--- src/rtl/fme_pkg.sv ---
// ---------------------------------------------------------------------------
// fme_pkg : shared constants, state encoding and candidate geometry. Rev 1.0
// ---------------------------------------------------------------------------
`default_nettype none

package fme_pkg;

    localparam int NCAND      = 9;
    localparam int CENTRE_IDX = 4;
    localparam int STEP_HALF  = 2;
    localparam int STEP_QUAT  = 1;

    typedef logic [2:0] state_t;

    localparam state_t S_IDLE  = 3'd0;
    localparam state_t S_HREQ  = 3'd1;
    localparam state_t S_HCOST = 3'd2;
    localparam state_t S_QREQ  = 3'd3;
    localparam state_t S_QCOST = 3'd4;
    localparam state_t S_DONE  = 3'd5;

    typedef struct packed {
        logic signed [1:0] dx;
        logic signed [1:0] dy;
    } offset_t;

    // Raster order over the 3x3 grid: idx = 3*(dy+1) + (dx+1).
    function automatic offset_t cand_offset(input logic [3:0] idx);
        offset_t    o;
        logic [3:0] col;
        logic [3:0] row;
        col  = idx % 4'd3;
        row  = idx / 4'd3;
        o.dx = (col == 4'd0) ? -2'sd1 : ((col == 4'd1) ? 2'sd0 : 2'sd1);
        o.dy = (row == 4'd0) ? -2'sd1 : ((row == 4'd1) ? 2'sd0 : 2'sd1);
        return o;
    endfunction

endpackage

`default_nettype wire

--- src/rtl/fme_argmin.sv ---
// ---------------------------------------------------------------------------
// fme_argmin : streaming minimum tracker with centre-wins-tie rule. Rev 1.0
// ---------------------------------------------------------------------------
`default_nettype none

module fme_argmin
    import fme_pkg::*;
#(
    parameter int COST_W = 16
) (
    input  logic              clk,
    input  logic              rst,
    input  logic              clear,
    input  logic              valid,
    input  logic [3:0]        idx,
    input  logic [COST_W-1:0] cost,
    output logic [3:0]        best_idx,
    output logic [COST_W-1:0] best_cost
);

    logic              r_have;
    logic [3:0]        r_idx;
    logic [COST_W-1:0] r_cost;
    logic              w_take;

    assign w_take = valid && (!r_have || (cost < r_cost) ||
                              ((cost == r_cost) && (idx == 4'(CENTRE_IDX))));

    // Outputs already fold in this cycle's candidate so the caller can act on idx 8.
    assign best_idx  = w_take ? idx  : r_idx;
    assign best_cost = w_take ? cost : r_cost;

    always_ff @(posedge clk or negedge rst) begin
        if (!rst) begin
            r_have <= 1'b0;
            r_idx  <= '0;
            r_cost <= '0;
        end else if (clear) begin
            r_have <= 1'b0;
        end else if (w_take) begin
            r_have <= 1'b1;
            r_idx  <= idx;
            r_cost <= cost;
        end
    end

endmodule

`default_nettype wire

--- src/rtl/fme_refine_ctrl.sv ---
// ---------------------------------------------------------------------------
// fme_refine_ctrl : half/quarter-pel fractional ME search sequencer. Rev 1.0
// ---------------------------------------------------------------------------
`default_nettype none

module fme_refine_ctrl
    import fme_pkg::*;
#(
    parameter int COST_W      = 16,
    parameter int MV_W        = 8,
    parameter int TIMEOUT_CYC = 1023
) (
    input  logic              clk,
    input  logic              rst,
    input  logic              start,
    input  logic              qpel_en,
    input  logic [MV_W-1:0]   int_mv_x,
    input  logic [MV_W-1:0]   int_mv_y,
    output logic              busy,
    output logic              req_valid,
    input  logic              req_ready,
    output logic [1:0]        req_step,
    output logic [MV_W+1:0]   req_ctr_x,
    output logic [MV_W+1:0]   req_ctr_y,
    input  logic              cost_valid,
    input  logic [3:0]        cost_idx,
    input  logic [COST_W-1:0] cost,
    output logic              done,
    output logic [MV_W+1:0]   best_mv_x,
    output logic [MV_W+1:0]   best_mv_y,
    output logic [COST_W-1:0] best_cost,
    output logic              err
);

    localparam int CW = MV_W + 2;
    localparam int TW = $clog2(TIMEOUT_CYC + 1);

    state_t            r_state;
    logic              r_qpel;
    logic [CW-1:0]     r_base_x, r_base_y;
    logic [CW-1:0]     r_ctr_x, r_ctr_y;
    logic [3:0]        r_exp_idx;
    logic [TW-1:0]     r_tmo;
    logic [CW-1:0]     r_best_x, r_best_y;
    logic [COST_W-1:0] r_best_cost;
    logic              r_err;

    logic              w_in_cost, w_accept, w_idx_err, w_tmo_err, w_last;
    logic [3:0]        w_min_idx;
    logic [COST_W-1:0] w_min_cost;
    offset_t           w_off;
    logic [CW-1:0]     w_off_x, w_off_y, w_cand_x, w_cand_y;

    assign w_in_cost = (r_state == S_HCOST) || (r_state == S_QCOST);
    assign w_accept  = w_in_cost && cost_valid;
    assign w_idx_err = w_accept && (cost_idx != r_exp_idx);
    assign w_tmo_err = w_in_cost && !cost_valid && (r_tmo == TW'(TIMEOUT_CYC - 1));
    assign w_last    = w_accept && !w_idx_err && (r_exp_idx == 4'(NCAND - 1));

    fme_argmin #(.COST_W(COST_W)) u_argmin (
        .clk       (clk),
        .rst       (rst),
        .clear     (req_valid && req_ready),
        .valid     (w_accept && !w_idx_err),
        .idx       (cost_idx),
        .cost      (cost),
        .best_idx  (w_min_idx),
        .best_cost (w_min_cost)
    );

    // Winning candidate MV; half-pel offsets are doubled into qpel units.
    assign w_off    = cand_offset(w_min_idx);
    assign w_off_x  = {{(CW-2){w_off.dx[1]}}, w_off.dx};
    assign w_off_y  = {{(CW-2){w_off.dy[1]}}, w_off.dy};
    assign w_cand_x = r_ctr_x + ((r_state == S_HCOST) ? (w_off_x << 1) : w_off_x);
    assign w_cand_y = r_ctr_y + ((r_state == S_HCOST) ? (w_off_y << 1) : w_off_y);

    assign busy      = (r_state != S_IDLE);
    assign req_valid = (r_state == S_HREQ) || (r_state == S_QREQ);
    assign req_step  = (r_state == S_QREQ) ? 2'(STEP_QUAT) : 2'(STEP_HALF);
    assign req_ctr_x = r_ctr_x;
    assign req_ctr_y = r_ctr_y;
    assign done      = (r_state == S_DONE);
    assign best_mv_x = r_best_x;
    assign best_mv_y = r_best_y;
    assign best_cost = r_best_cost;
    assign err       = r_err;

    always_ff @(posedge clk or negedge rst) begin
        if (!rst) begin
            r_state     <= S_IDLE;
            r_qpel      <= 1'b0;
            r_base_x    <= '0;
            r_base_y    <= '0;
            r_ctr_x     <= '0;
            r_ctr_y     <= '0;
            r_exp_idx   <= '0;
            r_tmo       <= '0;
            r_best_x    <= '0;
            r_best_y    <= '0;
            r_best_cost <= '0;
            r_err       <= 1'b0;
        end else begin
            case (r_state)
                S_IDLE: begin
                    if (start) begin
                        r_qpel   <= qpel_en;
                        r_base_x <= {int_mv_x, 2'b00};
                        r_base_y <= {int_mv_y, 2'b00};
                        r_ctr_x  <= {int_mv_x, 2'b00};
                        r_ctr_y  <= {int_mv_y, 2'b00};
                        r_err    <= 1'b0;
                        r_state  <= S_HREQ;
                    end
                end
                S_HREQ, S_QREQ: begin
                    if (req_ready) begin
                        r_exp_idx <= '0;
                        r_tmo     <= '0;
                        r_state   <= (r_state == S_HREQ) ? S_HCOST : S_QCOST;
                    end
                end
                S_HCOST, S_QCOST: begin
                    if (w_idx_err || w_tmo_err) begin
                        r_err       <= 1'b1;
                        r_best_x    <= r_base_x;
                        r_best_y    <= r_base_y;
                        r_best_cost <= '1;
                        r_state     <= S_DONE;
                    end else if (w_accept) begin
                        r_exp_idx <= r_exp_idx + 4'd1;
                        r_tmo     <= '0;
                        if (w_last) begin
                            r_ctr_x <= w_cand_x;
                            r_ctr_y <= w_cand_y;
                            if ((r_state == S_HCOST) && r_qpel) begin
                                r_state <= S_QREQ;
                            end else begin
                                r_best_x    <= w_cand_x;
                                r_best_y    <= w_cand_y;
                                r_best_cost <= w_min_cost;
                                r_state     <= S_DONE;
                            end
                        end
                    end else begin
                        r_tmo <= r_tmo + TW'(1);
                    end
                end
                S_DONE:  r_state <= S_IDLE;
                default: r_state <= S_IDLE;
            endcase
        end
    end

endmodule

`default_nettype wire

--- config.mk ---
export PLATFORM = sky130hd
export DESIGN_NAME = fme_refine_ctrl
export DESIGN_NICKNAME = d
export VERILOG_FILES = /design/src/rtl/fme_pkg.sv /design/src/rtl/fme_argmin.sv /design/src/rtl/fme_refine_ctrl.sv
export SDC_FILE = /design/constraint.sdc
export NUM_CORES = 1
export LEC_CHECK = 0
export BUFFER_PORTS_ARGS = -buffer_cell sky130_fd_sc_hd__buf_2
export CAP_MARGIN = 15
export CORE_MARGIN = 3
export CORE_UTILIZATION = 60
export CTS_CLUSTER_DIAMETER = 40
export CTS_CLUSTER_SIZE = 10
export DETAILED_ROUTE_END_ITERATION = 8
export PLACE_DENSITY = 0.9
export SYNTH_ARGS = -nofsm -noshare
export SYNTH_HDL_FRONTEND = slang
export SYNTH_SLANG_ARGS = --single-unit
--- constraint.sdc ---
create_clock -name clk -period 12.2 [get_ports clk]
set_clock_uncertainty 0.15 [all_clocks]
set_input_delay 1.22 -clock clk [delete_from_list [all_inputs] [get_ports clk]]
set_output_delay 1.22 -clock clk [all_outputs]
set_load 0.03 [all_outputs]
==> results of run 1 <==
[kinds of logic after synthesis]
family | count (synthesis) | share of synthesized area
adders and majority gates | 36 | 0.0722
xor gates and xnor gates | 29 | 0.0416
AOI/OAI and AO/OA | 137 | 0.135
and+or+nand+nor | 259 | 0.187
DFF | 112 | 0.435
buffers and inverters | 75 | 0.0474
muxes | 47 | 0.0825
[path summary, 6_finish.rpt]
check	from	end	cells past startpoint
setup reg to reg	r_state[2]	req_ctr_y[9]	28
hold reg to reg	r_base_y[9]	best_mv_y[9]	2
hold / removal	r_base_y[9]	best_mv_y[9]	2
setup / recovery	cost[15]	req_ctr_y[9]	29
max in group asynchronous	rst	best_mv_x[1]	2
min in group asynchronous	rst	best_cost[9]	1
[per-stage QoR]
stage | cell area [um2] | cells | total power (uW) | hold slack (ns)
finish | 7310 | 921 | 1930 | 0.359
global placement | 7040 | 904 | 1580 | 0.305
detailed placement | 7040 | 904 | 1650 | 0.337
global route | 7310 | 921 | 2080 | 0.391
floorplan | 6440 | 695 | 1400 | 0.296
CTS | 7280 | 920 | 1930 | 0.363
[per-layer routing]
metal / up-vias / track usage
met5: - / 0
met4: 0 / 0.102
met3: 32 / 0.0681
met2: 225 / 0.485
met1: 2701 / 0.343
li1: 2584 / -
[worst register-to-register path: cells and delay by family (launching register included)]
| kind | cells | cell delay [ns] |
|---|---|---|
| compound gates | 13 | 2.58 |
| xor+xnor | 3 | 0.57 |
| fa+ha+maj | 4 | 1.07 |
| buf+inv | 2 | 0.29 |
| flops | 1 | 0.52 |
| mux | 2 | 0.75 |
| simple gates | 4 | 1.30 |
[cell type report]
type,count,area (um2)
Multi-Input combinational cell,508,3350
Timing Repair Buffer,111,598
Tap cell,136,170
Clock buffer,11,141
Inverter,38,143
Clock inverter,5,104
Sequential cell,112,2800
Fill cell,793,3060
[power breakdown]
| group | leakage (uW) | switching [uW] | internal [uW] | total, uW |
|---|---|---|---|---|
| Sequential | 0.00130 | 106 | 493 | 599 |
| Clock | 0.000124 | 126 | 142 | 268 |
| Combinational | 0.00197 | 661 | 405 | 1070 |
[synth_stat cells (3+ instances only)]
master / count / area share
nor4_1: 4 / 0.0039
mux2i_1: 22 / 0.034
a211oi_1: 3 / 0.0035
mux2_2: 21 / 0.037
a21boi_0: 3 / 0.0035
or4_1: 5 / 0.0058
nand3_1: 38 / 0.030
a21o_1: 4 / 0.0047
ha_1: 34 / 0.066
a21oi_1: 34 / 0.026
a221o_1: 4 / 0.0062
xor2_1: 15 / 0.020
o21bai_1: 6 / 0.0070
clkbuf_1: 31 / 0.018
inv_1: 38 / 0.022
a22oi_1: 11 / 0.013
nand2b_1: 7 / 0.0068
o21ai_0: 40 / 0.031
xnor2_1: 13 / 0.018
nor3_1: 6 / 0.0047
nor2b_1: 3 / 0.0029
a31oi_1: 8 / 0.0078
a22o_1: 3 / 0.0041
o22ai_1: 5 / 0.0049
nand2_1: 109 / 0.063
o21a_1: 3 / 0.0035
nand4_1: 7 / 0.0068
dfrtp_1: 112 / 0.43
and3_1: 4 / 0.0039
nor2_1: 50 / 0.029
and2_1: 4 / 0.0039
nor3b_1: 4 / 0.0047
or3_1: 11 / 0.011
[registers in the layout (all words and copies together) (netlist names), 3 cells and up]
name	cells
u_argmin.r_idx	4
best_cost	16
r_exp_idx	4
u_argmin.r_cost	16
best_mv_y	10
req_ctr_y	10
r_base_y	8
r_state	3
req_ctr_x	10
best_mv_x	10
r_tmo	10
r_base_x	8
==> metrics, run 1 <==
vias in the first global route 5496; core area 10400 um2; Port Buffers 103; Root Buffer clkbuf_8; PwrDens 265 nW/um2; Peak VDD IR 0.213 mV; ANT cells 0; ratio of cells with drive above 1 in the final layout 0.206; max-slew violations 0; Initial Utilization 0.621; Least-Margin Pin Slew 1.01 ns; Vias/cell 6.02; Final min period 7.83 ns; Max Cap Viol 0; met3 routed WL 1300 um; startpoint types primary input; Post-Route Utilization 0.705; required time of the worst setup path 12.36 ns; yosys warns 0; DRT iter0 DRCs 432; Post-CTS Setup Inserts 0; fmax 128 MHz; Final Hold Vio Count 0; worst skew pair latency 0.39 ns; Placer Congestion 0.867; async set-reset flop share out of synthesis 1.00; final WL 15900 um; slowest stage delay, CP 0.63 ns; Seq/Total Area, Yosys 0.435; top sig layer met4; CTS resizes 0; syn_area_per_cell 9.27 um2; Synth Flop Type dfrtp_1; CTS max path bufs 2; Row Count 37; antenna viol nets, final 0; r2r setup slk 4.85 ns; largest net degree at the start of global routing 63; RSZ-0062 raised after global routing false; I/O pin count 104; CTS clk-pin slew, worst paths 0.10 ns; number of enable flip-flop cells after synthesis 0; DIE AREA 12000 um2; Layout Area Growth over Synthesis 13.4%; slowest CP cell mux4_2; family with the most delay on the worst path compound AO/OA/AOI/OAI gates; first-pass iteration count of the detailed router 6; WP buf/inv 3; status complete, no violations; first-pass GRT wire length 26300 um; most frequent cells in the layout 112 x dfrtp_1, 109 x nand2_1, 102 x buf_2; H-Tree Depth 3; die width 110 um; CP max FO 34; hold buffer count at cts 0; most common cell after layout, fill and taps aside dfrtp_1; HP Class flip-flop to flip-flop; Distinct cells, synth 61; fin crit share 0.642; static leakage 0.00340 uW; CP Class primary input to flip-flop; grt total ovfl 0; die span in y 110 um; drc violations 0; Net Count, Synth 773; most frequent CP cell ha_1; Mapped Cells 695; Finish-stage setup viols 0; CTS Buf Count 9; dpl hpwl 11100 um; GRT Overall Usage 0.281; Worst Setup Slack, final 4.37 ns; crit end category flip-flop; antenna violations before repair 0; Vias 5542; CTS tree yes; met2 wire length 7870 um; wire length per cell 17.3 um; CP arrival 8.00 ns; clk sink count 112; pre-CTS WS 3.52 ns; DRT met1 WL 6440 um; Mapped Area 6440 um2; Seq cells post-synth 112; Max-slew headroom 0.318; post-route setup TNS 0 ns; nets@finish 858
Power figures use the tool's default switching activity.
==> run 2, diff against run 1 <==
--- a/config.mk
+++ b/config.mk
@@ -5,14 +5,15 @@
 export SDC_FILE = /design/constraint.sdc
 export NUM_CORES = 1
 export LEC_CHECK = 0
+export ABC_AREA = 1
 export BUFFER_PORTS_ARGS = -buffer_cell sky130_fd_sc_hd__buf_2
 export CAP_MARGIN = 15
 export CORE_MARGIN = 3
-export CORE_UTILIZATION = 60
+export CORE_UTILIZATION = 52
 export CTS_CLUSTER_DIAMETER = 40
 export CTS_CLUSTER_SIZE = 10
 export DETAILED_ROUTE_END_ITERATION = 8
-export PLACE_DENSITY = 0.9
+export PLACE_DENSITY = 0.83
 export SYNTH_ARGS = -nofsm -noshare
 export SYNTH_HDL_FRONTEND = slang
 export SYNTH_SLANG_ARGS = --single-unit
==> constraint.sdc (replaced) <==
create_clock -name clk -period 7 [get_ports clk]
set_clock_uncertainty 0.15 [all_clocks]
set_input_delay 0.7 -clock clk [delete_from_list [all_inputs] [get_ports clk]]
set_output_delay 0.7 -clock clk [all_outputs]
set_load 0.03 [all_outputs]
==> metrics, run 2 <==
die width 117 um; CTS max path bufs 2; clk sink count 112; hold buffer count at cts 0; Seq/Total Area, Yosys 0.440; largest net degree at the start of global routing 59; ratio of cells with drive above 1 in the final layout 0.186; first-pass GRT wire length 24800 um; async set-reset flop share out of synthesis 1.00; GRT Overall Usage 0.230; CP arrival 6.05 ns; required time of the worst setup path 7.10 ns; fmax 168 MHz; CTS tree yes; Layout Area Growth over Synthesis 14.5%; nets@finish 976; reg2reg start u_argmin.r_cost[15]; CTS Buf Count 9; static leakage 0.00385 uW; Vias 5620; die span in y 117 um; syn_area_per_cell 7.97 um2; Clock Power Share 0.124; dpl hpwl 10700 um; Post-CTS Setup Inserts 0; number of enable flip-flop cells after synthesis 0; post-route setup TNS 0 ns; Mapped Cells 800; Final min period 5.96 ns; most frequent CP cell nand2_1; CP Class primary input to flip-flop; NetSw 1990 uW; gr busiest metal met2; final hold slack 0.243 ns; vias in the first global route 5283; Least-Margin Pin Slew 0.929 ns; CTS clk-pin slew, worst paths 0.07 ns; DIE AREA 13600 um2; Max-slew headroom 0.379; r2r setup slk 1.12 ns; Vias/cell 5.38; Placer Congestion 0.881; I/O pin count 104; top cell type by total area after synthesis dfrtp_1; Placement Cell Area 7020 um2; Peak VDD IR 0.338 mV; wire length per cell 14.2 um; Synth Flop Type dfrtp_1; ANT cells 0; top cells by area, synth dfrtp_1 44%, nand2_1 11%, ha_1 6.7%; most frequent cells in the layout 185 x nand2_1, 112 x dfrtp_1, 110 x inv_1; R2R cell count 43; GR Util met1 0.327; max-slew violations 0; Design Area, Final 7290 um2; slowest stage delay, CP 0.32 ns; antenna viol nets, final 0; most common cell after layout, fill and taps aside nand2_1; H-Tree Depth 3; Row Count 39; RSZ-0062 raised after global routing false; Mapped Area 6370 um2; worst skew pair latency 0.35 ns; Flop pwr share 0.271; DRT iter0 DRCs 373; Max Cap Viol 0; Final Hold Vio Count 0; grt total ovfl 0; yosys warns 0; antenna violations before repair 0; fin crit share 0.851; Distinct cells, synth 45; crit end category flip-flop; Seq cells post-synth 112; Critical R2R Capture best_mv_y[9]; WP buf/inv 5; Internal Power 1890 uW; synth cell count leaders 185 x nand2_1, 112 x dfrtp_1, 110 x inv_1; Finish-stage setup viols 0; first-pass iteration count of the detailed router 5; status complete, no violations; PwrDens 532 nW/um2; drc violations 0; core area 11700 um2; Switching Fraction 0.512; Yosys top cell area share 0.440; fill count 1053; met3 GRT Util 0.0477; family with the most delay on the worst path simple AND/OR/NAND/NOR gates; CTS resizes 0; Port Buffers 103; slowest CP cell nand2_4; HP Class primary input to asynchronous set/reset pin; Initial Utilization 0.544; count leader, synth nand2_1; Root Buffer clkbuf_16; GR Layer Usage met2 0.343; final WL 14800 um; Net Count, Synth 878; combinational share of power 0.604; startpoint types primary input; CP max FO 36
run 2: cell count changes after synthesis, moves of 10 or more:
cell / change
nor2_1: +22
nand2_1: +76
a21oi_1: +30
xnor2_1: -10
clkbuf_1: -15
mux2i_1: -22
o22ai_1: +13
a22oi_1: -11
or3_1: -11
mux2_2: -12
inv_1: +72
nand2_2: +11
run 2: power groups by stage:
stage	Sequential [uW]	Combinational [uW]	Clock (uW)
2_1_floorplan	1320	1520	0
3_3_place_gp	1060	2260	0
3_5_place_dp	1060	2310	0
4_1_cts	1050	2340	494
5_1_grt	1090	2650	521
6_report	1050	2340	482
run 2: metrics by stage:
| step | instances | utilization | worst slack (ns) | power (uW) |
|---|---|---|---|---|
| 2_1_floorplan | 800 | - | 1.33 | 2830 |
| 3_3_place_gp | 1030 | 0.599 | 0.877 | 3320 |
| 3_5_place_dp | 1030 | 0.599 | 0.642 | 3380 |
| 4_1_cts | 1045 | 0.623 | 1.01 | 3880 |
| 5_1_grt | 1045 | 0.623 | 0.355 | 4260 |
| 6_report | 1045 | 0.623 | 1.04 | 3880 |
run 2: how the worst max path moves through the flow:
stage	endpoint	slack (ns)	cells past startpoint	startpoint
after global routing	best_mv_y[9]	0.35	43	cost[15]
after detailed placement	req_ctr_y[9]	0.64	43	cost[15]
final	best_mv_y[9]	1.04	43	cost[15]
after CTS	best_mv_y[9]	1.01	43	cost[15]
after global placement	best_mv_y[9]	0.88	43	cost[15]
after floorplan	best_mv_y[9]	1.33	41	cost[15]
run 2: layer usage:
metal	wire [um]	share of wire
met5	0	0
met1	6800	0.46
met2	6670	0.45
met4	323	0.022
met3	1040	0.070
run 2: cell type report:
type | instances | area (um2) | share of cell area
clock buffers | 11 | 253 | 0.0347
well taps | 143 | 179 | 0.0245
inverters | 117 | 439 | 0.0602
flip-flops and latches | 112 | 2800 | 0.384
multi-input cells | 549 | 3040 | 0.416
clock inverters | 4 | 20.0 | 0.00274
repair buffers | 109 | 563 | 0.0772
run 2: cells by family after synthesis:
kind of cell,Yosys count,share of synthesized area
buf+inv,139,0.0836
flops,112,0.440
fa+ha+maj,36,0.0730
compound gates,153,0.135
mux,9,0.0159
simple gates,333,0.228
xor+xnor,18,0.0247
==> run 3, diff against run 2 <==
--- a/config.mk
+++ b/config.mk
@@ -9,11 +9,11 @@
 export BUFFER_PORTS_ARGS = -buffer_cell sky130_fd_sc_hd__buf_2
 export CAP_MARGIN = 15
 export CORE_MARGIN = 3
-export CORE_UTILIZATION = 52
+export CORE_UTILIZATION = 35
 export CTS_CLUSTER_DIAMETER = 40
 export CTS_CLUSTER_SIZE = 10
 export DETAILED_ROUTE_END_ITERATION = 8
-export PLACE_DENSITY = 0.83
+export PLACE_DENSITY = 0.62
 export SYNTH_ARGS = -nofsm -noshare
 export SYNTH_HDL_FRONTEND = slang
 export SYNTH_SLANG_ARGS = --single-unit
==> metrics, run 3 (synthesis results as in run 2) <==
status complete, no violations; dpl hpwl 11500 um; Final min period 6.05 ns; R2R cell count 36; worst skew pair latency 0.36 ns; ratio of cells with drive above 1 in the final layout 0.186; Layout Area Growth over Synthesis 16.8%; drc violations 0; slowest stage delay, CP 0.61 ns; post-route setup TNS 0 ns; Vias 5459; wire length per cell 14.3 um; hold buffer count at cts 0; CTS Buf Count 9; PwrDens 533 nW/um2; H-Tree Depth 3; most frequent CP cell nand2_1; CP arrival 6.14 ns; required time of the worst setup path 7.09 ns; Port Buffers 103; static leakage 0.00386 uW; Root Buffer clkbuf_16; startpoint types flip-flop; Finish-stage setup viols 0; clk sink count 112; Max Cap Viol 0; Post-CTS Setup Inserts 0; Final Hold Vio Count 0; CTS tree yes; CTS resizes 0; first-pass GRT wire length 27000 um; RSZ-0062 raised after global routing false; final hold slack 0.251 ns; most common cell after layout, fill and taps aside nand2_1; DRT iter0 DRCs 365; Initial Utilization 0.363; fin crit share 0.864; grt total ovfl 0; CTS max path bufs 2; most frequent cells in the layout 185 x nand2_1, 112 x dfrtp_1, 110 x inv_1; Least-Margin Pin Slew 0.973 ns; vias in the first global route 5311; crit end category flip-flop; die span in y 141 um; final WL 16200 um; CP max FO 36; core area 17500 um2; GRT Overall Usage 0.168; Max-slew headroom 0.350; antenna violations before repair 0; I/O pin count 104; ANT cells 0; CP Class flip-flop to flip-flop; Vias/cell 4.84; nets@finish 976; Row Count 48; slowest CP cell o21ai_4; fmax 165 MHz; CTS clk-pin slew, worst paths 0.08 ns; Peak VDD IR 0.231 mV; max-slew violations 0; antenna viol nets, final 0; largest net degree at the start of global routing 58; Placer Congestion 0.837; first-pass iteration count of the detailed router 5; HP Class primary input to asynchronous set/reset pin; Design Power 3970 uW; fill count 1795; DIE AREA 19900 um2; die width 141 um
run 3: metal layers:
| layer | up-vias | track usage | share of wire | wire [um] |
|---|---|---|---|---|
| li1 | 2792 | - | - | - |
| met3 | 14 | 0.0343 | 0.045 | 728 |
| met1 | 2535 | 0.239 | 0.49 | 7870 |
| met4 | 0 | 0.0479 | 0.015 | 236 |
| met2 | 118 | 0.259 | 0.45 | 7330 |
| met5 | - | 0 | 0 | 0 |
run 3: through the flow:
stage / setup slack, ns / cell area (um2) / utilization / instances
global placement: 0.775 / 7120 / 0.406 / 1112
global route: 0.180 / 7440 / 0.424 / 1128
floorplan: 1.33 / 6370 / - / 800
finish: 0.950 / 7440 / 0.424 / 1128
detailed placement: 0.567 / 7120 / 0.406 / 1112
CTS: 0.932 / 7440 / 0.424 / 1128
run 3: report_power, final:
group          leakage (uW)  total, uW  internal, uW  switching (uW)
Sequential          0.00130       1060           894             165
Clock              0.000157        561           316             245
Combinational       0.00240       2350           742            1610
run 3: layout make-up:
cell class	instances	area, um2	area share
Multi-Input combinational cell	549	3040	0.408
Sequential cell	112	2800	0.377
Timing Repair Buffer	109	563	0.0756
Inverter	117	439	0.0590
Tap cell	225	282	0.0378
Clock buffer	10	229	0.0308
Clock inverter	6	91.3	0.0123
run 3: worst paths after layout:
check	startpoint	slack [ns]	endpoint
setup / recovery	r_state[2]	0.95	req_ctr_y[9]
hold / removal	rst	0.25	best_mv_x[7]
setup reg to reg	r_state[2]	0.95	req_ctr_y[9]
hold reg to reg	best_mv_x[7]	0.33	best_mv_x[7]
max in group asynchronous	rst	5.22	u_argmin.r_cost[0]
min in group clk	best_mv_x[7]	0.33	best_mv_x[7]
run 3: worst max-delay path, delay by kind of cell (launching register included):
kind | cells | cell delay, ns
flip-flops | 1 | 0.48
AND/OR/NAND/NOR | 19 | 1.94
XOR/XNOR | 2 | 0.38
AO/OA/AOI/OAI | 9 | 1.74
adder cells (fa/ha/maj) | 3 | 0.79
buffers and inverters | 3 | 0.42
